$ cat config.mk
export PLATFORM = sky130hd
export DESIGN_NAME = mem_bus_if
export DESIGN_NICKNAME = d
export VERILOG_FILES = /design/src/rtl/mem_bus_if_pkg.sv /design/src/rtl/mem_bus_if_mem_wb_reg.sv /design/src/rtl/mem_bus_if.sv
export SDC_FILE = /design/constraint.sdc
export NUM_CORES = 1
export LEC_CHECK = 0
export CELL_PAD_IN_SITES_DETAIL_PLACEMENT = 1
export CELL_PAD_IN_SITES_GLOBAL_PLACEMENT = 1
export CORE_UTILIZATION = 39
export CTS_CLUSTER_SIZE = 16
export DETAILED_ROUTE_END_ITERATION = 12
export MAX_ROUTING_LAYER = met4
export PLACE_DENSITY_LB_ADDON = 0.2
export RECOVER_POWER = 50
export SETUP_SLACK_MARGIN = 0.1
export SYNTH_ARGS = -nofsm -noshare
export SYNTH_HDL_FRONTEND = slang
export SYNTH_HIERARCHICAL = 1
export SYNTH_SLANG_ARGS = --single-unit
$ cat constraint.sdc
create_clock -name clk -period 6.9 [get_ports clk]
set_clock_uncertainty 0.05 [all_clocks]
set_input_delay 1.725 -clock clk [delete_from_list [all_inputs] [get_ports clk]]
set_output_delay 1.725 -clock clk [all_outputs]
set_load 0.01 [all_outputs]
$ cat src/rtl/mem_bus_if_pkg.sv
// Shared encodings for the memory-bus interface: bus commands, write-back selects
// and the bus transaction state.
package mem_bus_if_pkg;

  localparam logic [1:0] BUS_NONE  = 2'd0;
  localparam logic [1:0] BUS_LOAD  = 2'd1;
  localparam logic [1:0] BUS_STORE = 2'd2;

  localparam logic [1:0] WB_SEL_NONE = 2'd0;
  localparam logic [1:0] WB_SEL_ALU  = 2'd1;
  localparam logic [1:0] WB_SEL_MEM  = 2'd2;
  localparam logic [1:0] WB_SEL_PC   = 2'd3;

  typedef enum logic {
    ST_IDLE = 1'b0,
    ST_BUSY = 1'b1
  } bus_state_e;

  function automatic logic is_mem_cmd(input logic [1:0] cmd);
    return (cmd == BUS_LOAD) || (cmd == BUS_STORE);
  endfunction

endpackage

$ cat src/rtl/mem_bus_if_mem_wb_reg.sv
// MEM/WB pipeline register: captures a result when load_i is high, otherwise
// inserts a bubble (valid low, payload held).
module mem_wb_reg
  import mem_bus_if_pkg::*;
(
  input  logic        clk,
  input  logic        rst_n,
  input  logic        load_i,
  input  logic [31:0] alu_res_i,
  input  logic [31:0] mem_dout_i,
  input  logic [1:0]  wb_sel_i,
  output logic        vld_o,
  output logic [31:0] alu_res_o,
  output logic [31:0] mem_dout_o,
  output logic [1:0]  wb_sel_o
);

  logic        vld_q;
  logic [31:0] alu_res_q;
  logic [31:0] mem_dout_q;
  logic [1:0]  wb_sel_q;

  // NOTE: sequential state uses <= so every register samples pre-edge values.
  always_ff @(posedge clk or negedge rst_n) begin
    if (!rst_n) begin
      vld_q      <= 1'b0;
      alu_res_q  <= '0;
      mem_dout_q <= '0;
      wb_sel_q   <= WB_SEL_NONE;
    end else begin
      vld_q <= load_i;
      if (load_i) begin
        alu_res_q  <= alu_res_i;
        mem_dout_q <= mem_dout_i;
        wb_sel_q   <= wb_sel_i;
      end
    end
  end

  assign vld_o      = vld_q;
  assign alu_res_o  = alu_res_q;
  assign mem_dout_o = mem_dout_q;
  assign wb_sel_o   = wb_sel_q;

endmodule

$ cat src/rtl/mem_bus_if.sv
// Memory-stage bus interface: runs req/ack data-memory transactions with a
// timeout, stalls upstream while busy and feeds the MEM/WB register.
module mem_bus_if
  import mem_bus_if_pkg::*;
#(
  parameter int unsigned TIMEOUT_CYCLES = 16,
  parameter int unsigned CNT_W          = 8
) (
  input  logic        clk,
  input  logic        rst,
  input  logic [1:0]  MEM_mem_cmd,
  input  logic [31:0] MEM_mem_addr,
  input  logic [31:0] MEM_mem_din,
  input  logic [31:0] MEM_alu_res,
  input  logic [1:0]  MEM_wb_sel,
  input  logic        MEM_vld,
  output logic        bus_req,
  output logic [1:0]  bus_cmd,
  output logic [31:0] bus_addr,
  output logic [31:0] bus_wdata,
  input  logic        bus_ack,
  input  logic [31:0] bus_rdata,
  output logic        mem_stall,
  output logic        MEM_WB_vld,
  output logic [31:0] MEM_WB_alu_res,
  output logic [31:0] MEM_WB_mem_dout,
  output logic [1:0]  MEM_WB_wb_sel,
  output logic        err_timeout,
  output logic        err_misalign
);

  bus_state_e       state_q;
  logic [CNT_W-1:0] cnt_q;
  logic [1:0]       cmd_q;
  logic [31:0]      addr_q;
  logic [31:0]      din_q;
  logic [31:0]      alu_res_q;
  logic [1:0]       wb_sel_q;

  logic idle, busy, access, misalign, accept, timeout;

  assign idle     = (state_q == ST_IDLE);
  assign busy     = (state_q == ST_BUSY);
  assign access   = MEM_vld && is_mem_cmd(MEM_mem_cmd);
  assign misalign = access && (MEM_mem_addr[1:0] != 2'b00);
  assign accept   = idle && access && !misalign;
  // An ack in the last allowed cycle still completes the access normally.
  assign timeout  = busy && !bus_ack && (cnt_q == CNT_W'(TIMEOUT_CYCLES - 1));

  always_ff @(posedge clk or negedge rst) begin
    if (!rst) begin
      state_q   <= ST_IDLE;
      cnt_q     <= '0;
      cmd_q     <= BUS_NONE;
      addr_q    <= '0;
      din_q     <= '0;
      alu_res_q <= '0;
      wb_sel_q  <= WB_SEL_NONE;
    end else begin
      case (state_q)
        ST_IDLE: begin
          if (accept) begin
            state_q   <= ST_BUSY;
            cnt_q     <= '0;
            cmd_q     <= MEM_mem_cmd;
            addr_q    <= MEM_mem_addr;
            din_q     <= MEM_mem_din;
            alu_res_q <= MEM_alu_res;
            wb_sel_q  <= MEM_wb_sel;
          end
        end
        ST_BUSY: begin
          if (bus_ack || timeout) state_q <= ST_IDLE;
          else                    cnt_q   <= cnt_q + CNT_W'(1);
        end
        default: state_q <= ST_IDLE;
      endcase
    end
  end

  logic        wb_load;
  logic [31:0] wb_alu_res;
  logic [31:0] wb_mem_dout;
  logic [1:0]  wb_sel;

  // NOTE: every always_comb output gets a default first, so no path infers a latch.
  always_comb begin
    wb_load     = 1'b0;
    wb_alu_res  = MEM_alu_res;
    wb_mem_dout = '0;
    wb_sel      = MEM_wb_sel;
    if (idle) begin
      wb_load = MEM_vld && !accept;
      if (misalign) wb_sel = WB_SEL_NONE;
    end else begin
      wb_alu_res = alu_res_q;
      wb_sel     = wb_sel_q;
      if (bus_ack) begin
        wb_load = 1'b1;
        if (cmd_q == BUS_LOAD) wb_mem_dout = bus_rdata;
      end else if (timeout) begin
        wb_load = 1'b1;
        wb_sel  = WB_SEL_NONE;
      end
    end
  end

  mem_wb_reg u_mem_wb_reg (
    .clk        (clk),
    .rst_n      (rst),
    .load_i     (wb_load),
    .alu_res_i  (wb_alu_res),
    .mem_dout_i (wb_mem_dout),
    .wb_sel_i   (wb_sel),
    .vld_o      (MEM_WB_vld),
    .alu_res_o  (MEM_WB_alu_res),
    .mem_dout_o (MEM_WB_mem_dout),
    .wb_sel_o   (MEM_WB_wb_sel)
  );

  // Bus outputs are idle-valued outside BUSY; reset forces IDLE asynchronously.
  assign bus_req      = busy;
  assign bus_cmd      = busy ? cmd_q  : BUS_NONE;
  assign bus_addr     = busy ? addr_q : '0;
  assign bus_wdata    = busy ? din_q  : '0;
  assign mem_stall    = rst && (accept || (busy && !bus_ack && !timeout));
  assign err_timeout  = timeout;
  assign err_misalign = rst && idle && misalign;

endmodule

==> results of run 1 <==
-- worst max-delay path: cells and delay by family --
kind / cells / cell delay (ns)
buffers and inverters: 2 / 1.13
AOI/OAI and AO/OA: 1 / 0.30
and+or+nand+nor: 3 / 0.57
-- worst paths after layout --
check                                           start  cells after the start                          to  slack (ns)
max in group asynchronous                         rst                      3               alu_res_q[28]        1.88
max reg2reg                                  cnt_q[5]                      6  u_mem_wb_reg/mem_dout_o[3]        2.51
min reg2reg                u_mem_wb_reg/alu_res_o[30]                      1  u_mem_wb_reg/alu_res_o[30]        0.43
min                        u_mem_wb_reg/alu_res_o[30]                      1  u_mem_wb_reg/alu_res_o[30]        0.43
min in group asynchronous                         rst                      1   u_mem_wb_reg/alu_res_o[6]        1.64
max                                           bus_ack                      6                   mem_stall        1.38
-- cell type report --
type | instances | share of cell area, %
clock buffer | 18 | 3.84
sequential | 176 | 38.5
multi-input combinational | 352 | 29.2
inverter | 3 | 0.0984
tap | 270 | 2.95
clock inverter | 14 | 1.34
antenna | 1 | 0.0219
timing repair buffer | 279 | 24.1
-- cell usage after synthesis, types with 2 or more instances --
library cell	count	area share (%)
nor3_1	3	0.19
dfrtp_1	176	55
mux2_2	124	17
nor2_1	6	0.28
clkbuf_1	10	0.47
a21oi_1	6	0.37
a31oi_1	4	0.31
mux2_4	70	13
and2_1	101	7.9
inv_1	3	0.14
buf_6	10	1.4
buf_2	12	0.75
mux2_1	2	0.28
nand2_1	10	0.47
o21ai_0	5	0.31
nand3_1	6	0.37
-- layout by cell type, fill, tap and decap left out, types with 2 or more instances in the layout --
cell type / synthesis / final
clkinv_4: 0 / 2
mux2_4: 70 / 51
clkinvlp_4: 0 / 3
and2_0: 0 / 13
mux2_1: 2 / 21
nor3_1: 3 / 3
nor2_1: 6 / 6
clkdlybuf4s50_1: 0 / 197
clkinv_2: 0 / 2
mux2_2: 124 / 124
dlygate4sd3_1: 0 / 74
a21oi_1: 6 / 6
nand3_1: 6 / 6
inv_6: 0 / 5
inv_1: 3 / 3
clkbuf_16: 0 / 17
nand2_1: 10 / 10
clkbuf_1: 10 / 4
bufinv_16: 0 / 2
a31oi_1: 4 / 4
dfrtp_1: 176 / 176
and2_1: 101 / 88
o21ai_0: 5 / 5
buf_4: 0 / 3
-- where the power goes --
part | leakage [nW] | switching, W | internal (W)
registers | 2.19 | 0.000112 | 0.00123
logic | 2.68 | 0.000221 | 0.000392
clock network | 0.284 | 0.000430 | 0.000549
-- per-stage QoR --
stage,setup slack (ns),area (sq um),total power [W],hold slack [ns],cells
after CTS,1.50,11500,0.00302,0.438,1112
after global routing,1.04,11400,0.00308,0.459,1113
after floorplan,2.56,8040,0.00169,0.395,564
final,1.38,11400,0.00294,0.432,1113
after detailed placement,1.50,11000,0.00202,0.419,1080
after global placement,1.55,11000,0.00198,0.414,1080
-- cells by family after synthesis --
group                      after synthesis  synth area share [%]
muxes                                  196                  30.7
buffers and inverters                   36                  2.80
and+or+nand+nor                        134                  9.90
xor gates and xnor gates                 1                 0.109
adders and majority gates                1                 0.156
DFF                                    176                  54.8
AOI/OAI and AO/OA                       20                  1.51
-- sequential cells by signal, summed over array words and instances, names as in the netlist --
name	cells
u_mem_wb_reg/vld_o	1
u_mem_wb_reg/wb_sel_o	2
u_mem_wb_reg/alu_res_o	32
alu_res_q	32
addr_q	32
cmd_q	2
din_q	32
bus_req	1
u_mem_wb_reg/mem_dout_o	32
cnt_q	8
wb_sel_q	2
-- per-layer routing --
metal  global-route usage [%]  wire length (microns)  share of wire, %
met5                        -                      0                 0
met1                     24.7                   8380                40
met4                     7.11                    349               1.7
met3                     5.71                   1190               5.7
met2                     36.4                  11100                53
==> reports/metrics.sh, run 1 <==
OUTCOME='finished with violations'
VIOLATIONS_IN_THE_FINAL_REPORTS='max-capacitance violations, max-slew violations'
ANTENNA_FOUND_INITIAL=1
BOUNDARYPINS=273
DIE_WIDTH_MICRONS=146
FLOORPLAN.INITIALDENSITY_PCT=39.7
FINAL_SETUP_VIO_COUNT=0
DRV_SLEW=210
RELSLEWSLACK_PCT=-90.5
GRT_MAX_DEGREE=86
CTS_TREE='done'
WORST-SLEW-PIN-TRANSITION_NS=2.86
INITIALDRTVIOLATIONCOUNT=182
GRT_FIRST_PASS_WIRELENGTH_MICRONS=34100
AVGROUTEDWIREPERCELL_MICRONS=18.9
CP_SLOWEST_STAGE_DELAY_NS=0.57
FINAL-SEQ-AREA_SQ_MM=0.00440
YS_WARN_COUNT=6
WORSTSETUPSTARTPOINTTYPE='input pin'
CTS.REPORTEDPATHS.CLKPINSLEW_NS=0.06
FMAX_GHz=0.181
POSTCTSHOLDBUFS=0
SYNTH.AVG_CELL_AREA_SQ_UM=14.3
SYN_AREA_SQ_MM=0.00804
WORST_IR_DROP_ON_VDD_uV=143
WORST_SKEW_PAIR.LATE_LATENCY_NS=0.42
TNS_NS=0
NUMPORTBUFFERS=272
SYNTH-SEQ-AREA-SHARE_PCT=54.8
GP_ROUTABILITY_CONGESTION=0.829
YS_DOMINANT_REG_CELL='dfrtp_1'
DRC_ERRORS=0
FIN_CRIT_SH_PCT=79.9
FINAL.MIN_CLOCK_PERIOD_NS=5.52
POST_SYNTH_EDFFS=0
POSTROUTEWIRELENGTH_MICRONS=21000
NFILLCELLS=2010
ASYNC_RESET_FF_SHARE_PCT=100
DIE-HEIGHT_MICRONS=146
AREA.GROWTH.SYNTH_TO_FINAL_PCT=42.4
WORSTPATHREQUIRED_NS=5.12
FP.DIEAREA_SQ_MM=0.0212
NUM_ROWS=52
CRITPATHARRIVALTIME_NS=3.74
GRT_RESOURCE_USAGE_TOTAL_PCT=21.5
ROUTE.VIAS.TOTAL=5428
DESIGN.FINAL.NETS=966
TRITONCTS_NUM_SINKS=176
CRIT_PATH_MAX_FANOUT=7
P_PER_AREA_mW_PER_MM2=257
HTREEDEPTH=4
CTS_RESIZED=0
MAX-CAP-VIOLATIONS=5
HP-CLASS='reg -> reg'
BUFFER_DEPTH_OF_THE_LONGEST_CLOCK_PATH=2
FIRST_GLOBAL_VIAS=6136
CTS-ROOT-BUF='clkbuf_16'
UNREPAIRED_SETUP_ENDPOINTS_AFTER_GLOBAL_ROUTING='false'
GLOBALROUTE.TOTALOVERFLOW=0
KIND_OF_END_POINT_OF_THE_CRITICAL_PATH='output pin'
YOSYSUNIQUECELLTYPES=32
MULTIINPUTGATEAREA_SQ_MM=0.00334
DETAIL_ROUTE.FIRST_PASS.ITERATIONS=4
CRITPATHSLOWESTCELL='dlygate4sd3_1'
SYN-NUM-NETS=701
INSERTED_CLOCK_BUFFERS=17
YS_SEQ_ELEMENTS=176
DRT_VIA_DENSITY=4.88
CTS_SETUP_BUFFERS=0
WORSTPATHCELLLIST='dlygate4sd3_1 > nand2b_1 > a21o_2 > nand2_1 > and2_1 > clkdlybuf4s50_1'
FLOORPLAN.CORE_AREA_SQ_MM=0.0202
HPWL_MICRONS=14600
LEAKAGE_nW=5.16
FIN_UTIL_PCT=56.6
FINAL_LAYOUT_SIZE_SUFFIX_GT1_SHARE_PCT=25.3
SYNTH_CELLS=564
DRTANTENNAVIOLNETS=0
CRITPATHKIND='in -> out'
HOLD_VIOLATIONS=0
Power figures use the tool's default switching activity.
==> run 2: changes to the inputs <==
- CORE_UTILIZATION: 39 -> 33
- clock period: 6.9 -> 4.7 ns (I/O delays scaled with it)
==> run 2 against run 1 <==
Net effect:
- sequential share of layout area fell by 0.51 points
- setup slack got worse by 0.93 ns
- via count fell by 0.22%
- final area increased by 1.4%
- first-iteration DRC count down 12%
- highest routed layer unchanged
- critical path depth unchanged
- the run still ends with max-capacitance violations, max-slew violations left
- largest cell class unchanged
- combinational power up 49%
- sequential power is 47% higher
==> reports/metrics.sh, run 2 (synthesized netlist as in run 1, its figures left out) <==
INSERTED_CLOCK_BUFFERS=17  # unchanged
GRT_RESOURCE_USAGE_TOTAL_PCT=17.7  # -3.8 points
COMMONEST_NON_FILL_NON_TAP_CELL_IN_THE_LAYOUT='clkdlybuf4s50_1'
GLOBALROUTE.TOTALOVERFLOW=0  # unchanged
TRITONCTS_NUM_SINKS=176  # unchanged
FINAL_SETUP_VIO_COUNT=0  # unchanged
FINAL-INSTANCE-COUNT-EXCL-FILL=1162  # +4.4%
DIE_WIDTH_MICRONS=158  # +8.6%
KIND_OF_END_POINT_OF_THE_CRITICAL_PATH='output pin'
CRITPATHKIND='in -> out'
DRTANTENNAVIOLNETS=0  # unchanged
FLOORPLAN.INITIALDENSITY_PCT=33.9  # -5.8 points
GRT_MAX_DEGREE=87  # +1.2%
WORST-SLEW-PIN-TRANSITION_NS=1.80  # -1.06 ns
FMAX_GHz=0.236
NFILLCELLS=2474  # +23%
HOLD_VIOLATIONS=0  # unchanged
CTS.REPORTEDPATHS.CLKPINSLEW_NS=0.06  # about the same
WL_MET2_MICRONS=10500  # -5.4%
CTS-ROOT-BUF='clkbuf_16'
CTS_SETUP_BUFFERS=0  # unchanged
HIGHEST_COUNT_CELLS_IN_THE_LAYOUT_IGNORING_FILL_AND_TAPS='clkdlybuf4s50_1 (208), dfrtp_1 (175), mux2_2 (124)'
MAX-CAP-VIOLATIONS=2  # -3
POSTROUTEWIRELENGTH_MICRONS=21100  # +0.51%
CTS_RESIZED=0  # unchanged
GP_ROUTABILITY_CONGESTION=0.758  # -8.6%
ROUTED.TOP_LAYER='met4'
POSTCTSHOLDBUFS=0  # unchanged
CRIT_PATH_MAX_FANOUT=6  # -1
DESIGN.FINAL.NETS=967  # +0.10%
FIN_CRIT_SH_PCT=90.3
MULTIINPUTGATEAREA_SQ_MM=0.00342  # +2.4%
HPWL_MICRONS=14600  # about the same
CP_SLOWEST_STAGE_DELAY_NS=0.57  # about the same
BOUNDARYPINS=273  # unchanged
OUTCOME='finished with violations'
HTREEDEPTH=4  # unchanged
CRITPATHSLOWESTCELL='dlygate4sd3_1'
P_PER_AREA_mW_PER_MM2=373  # +45%
FINAL_LAYOUT_SIZE_SUFFIX_GT1_SHARE_PCT=28.0  # +2.7 points
CTS_TREE='done'
FIRST_GLOBAL_VIAS=6024  # -1.8%
TNS_NS=0  # unchanged
NUM_ROWS=56  # +7.7%
WORSTPATHREQUIRED_NS=3.47  # -1.65 ns
FINAL-SEQ-AREA_SQ_MM=0.00441  # about the same
AREA.GROWTH.SYNTH_TO_FINAL_PCT=44.5
AVGROUTEDWIREPERCELL_MICRONS=18.2  # -3.7%
REG2REG_FROM='bus_req'
MET3WIRELENGTH_MICRONS=1610  # +35%
VIOLATIONS_IN_THE_FINAL_REPORTS='max-capacitance violations, max-slew violations'
ANTENNA_FOUND_INITIAL=1  # unchanged
CRITPATHLAUNCH='bus_ack'
LEAKAGE_nW=5.22  # +1.3%
DRT_VIA_DENSITY=4.66  # -4.4%
WORST_SKEW_PAIR.LATE_LATENCY_NS=0.42  # about the same
GRT_FIRST_PASS_WIRELENGTH_MICRONS=32700  # -4.2%
DIE-HEIGHT_MICRONS=158  # +8.6%
REG_TO_REG_SLACK_SETUP_NS=0.98  # -1.53 ns
DRC_ERRORS=0  # unchanged
WORSTPATHCELLLIST='dlygate4sd3_1 > nand2b_1 > a21o_2 > nand2_1 > and2_1 > clkdlybuf4s50_1'
DRV_SLEW=144  # -31%
HP-CLASS='reg -> reg'
RELSLEWSLACK_PCT=-19.8  # +71 points
ROUTE.LAYER.MET1.WL_MICRONS=8790  # +4.9%
FP.DIEAREA_SQ_MM=0.0250  # +18%
DETAIL_ROUTE.FIRST_PASS.ITERATIONS=4  # unchanged
FLOORPLAN.CORE_AREA_SQ_MM=0.0237  # +17%
WORSTHOLDSTART='addr_q[1]'
PLACE_INST=1130  # +4.6%
WORST_IR_DROP_ON_VDD_uV=214  # +50%
FINAL.MIN_CLOCK_PERIOD_NS=4.24
NUMPORTBUFFERS=272  # unchanged
UNREPAIRED_SETUP_ENDPOINTS_AFTER_GLOBAL_ROUTING='false'
CRITPATHARRIVALTIME_NS=3.02  # -0.72 ns
WORSTSETUPSTARTPOINTTYPE='input pin'
ROUTE.VIAS.TOTAL=5416  # -0.22%
BUFFER_DEPTH_OF_THE_LONGEST_CLOCK_PATH=2  # unchanged
INITIALDRTVIOLATIONCOUNT=160  # -12%
[run 2: cell count changes in the layout (fill, tap and decap cells not counted), moves of 2 or more]
cell | before | now
clkinv_4 | 2 | 4
dlygate4sd3_1 | 74 | 63
clkdlybuf4s50_1 | 197 | 208
clkbuf_2 | 1 | 3
mux2_4 | 51 | 70
inv_6 | 5 | 3
clkbuf_1 | 4 | 2
mux2_1 | 21 | 2
and2_0 | 13 | 0
clkinv_2 | 2 | 0
and2_1 | 88 | 101
[run 2: power by group]
| group | switching (W) | internal, W | total (W) |
|---|---|---|---|
| registers | 0.000171 | 0.00181 | 0.00198 |
| clock network | 0.000629 | 0.000808 | 0.00144 |
| logic | 0.000315 | 0.000598 | 0.000913 |
| total | 0.00112 | 0.00322 | 0.00433 |
[run 2: layer usage]
metal | vias to the layer above | GRT usage (%)
li1 | 2472 | -
met1 | 2743 | 20.4
met2 | 184 | 29.7
met3 | 17 | 5.61
met4 | 0 | 4.21
met5 | - | -
[run 2: worst paths after layout]
path / to / cells after the start
min in group asynchronous: addr_q[22] / 1
setup / recovery: mem_stall / 6
setup reg to reg: addr_q[14] / 5
hold / removal: addr_q[1] / 1
max in group asynchronous: bus_req / 2
hold reg to reg: addr_q[1] / 1
[run 2: critical path, delay by kind of cell]
kind,cells,cell delay (ns)
buf+inv,2,1.10
simple gates,3,0.44
compound gates,1,0.30
[run 2: metrics by stage]
| stage | total power (W) | util, % | setup slack (ns) | hold slack [ns] | cell area [sq um] |
|---|---|---|---|---|---|
| 2_1_floorplan | 0.00248 | - | 1.46 | 0.395 | 8040 |
| 4_1_cts | 0.00443 | 49.1 | 0.431 | 0.446 | 11600 |
| 5_1_grt | 0.00455 | 49.0 | 0.316 | 0.464 | 11600 |
| 3_5_place_dp | 0.00296 | 46.6 | 0.449 | 0.424 | 11000 |
| 3_3_place_gp | 0.00290 | 46.6 | 0.520 | 0.415 | 11000 |
| 6_report | 0.00433 | 49.0 | 0.455 | 0.435 | 11600 |
[run 2: cell type report]
cell class                 instances  area share (%)
inverter                           3          0.0970
tap                              319            3.44
multi-input combinational        352            29.5
clock inverter                    12            1.31
sequential                       176            38.0
antenna                            1          0.0215
timing repair buffer             280            23.9
clock buffer                      19            3.81
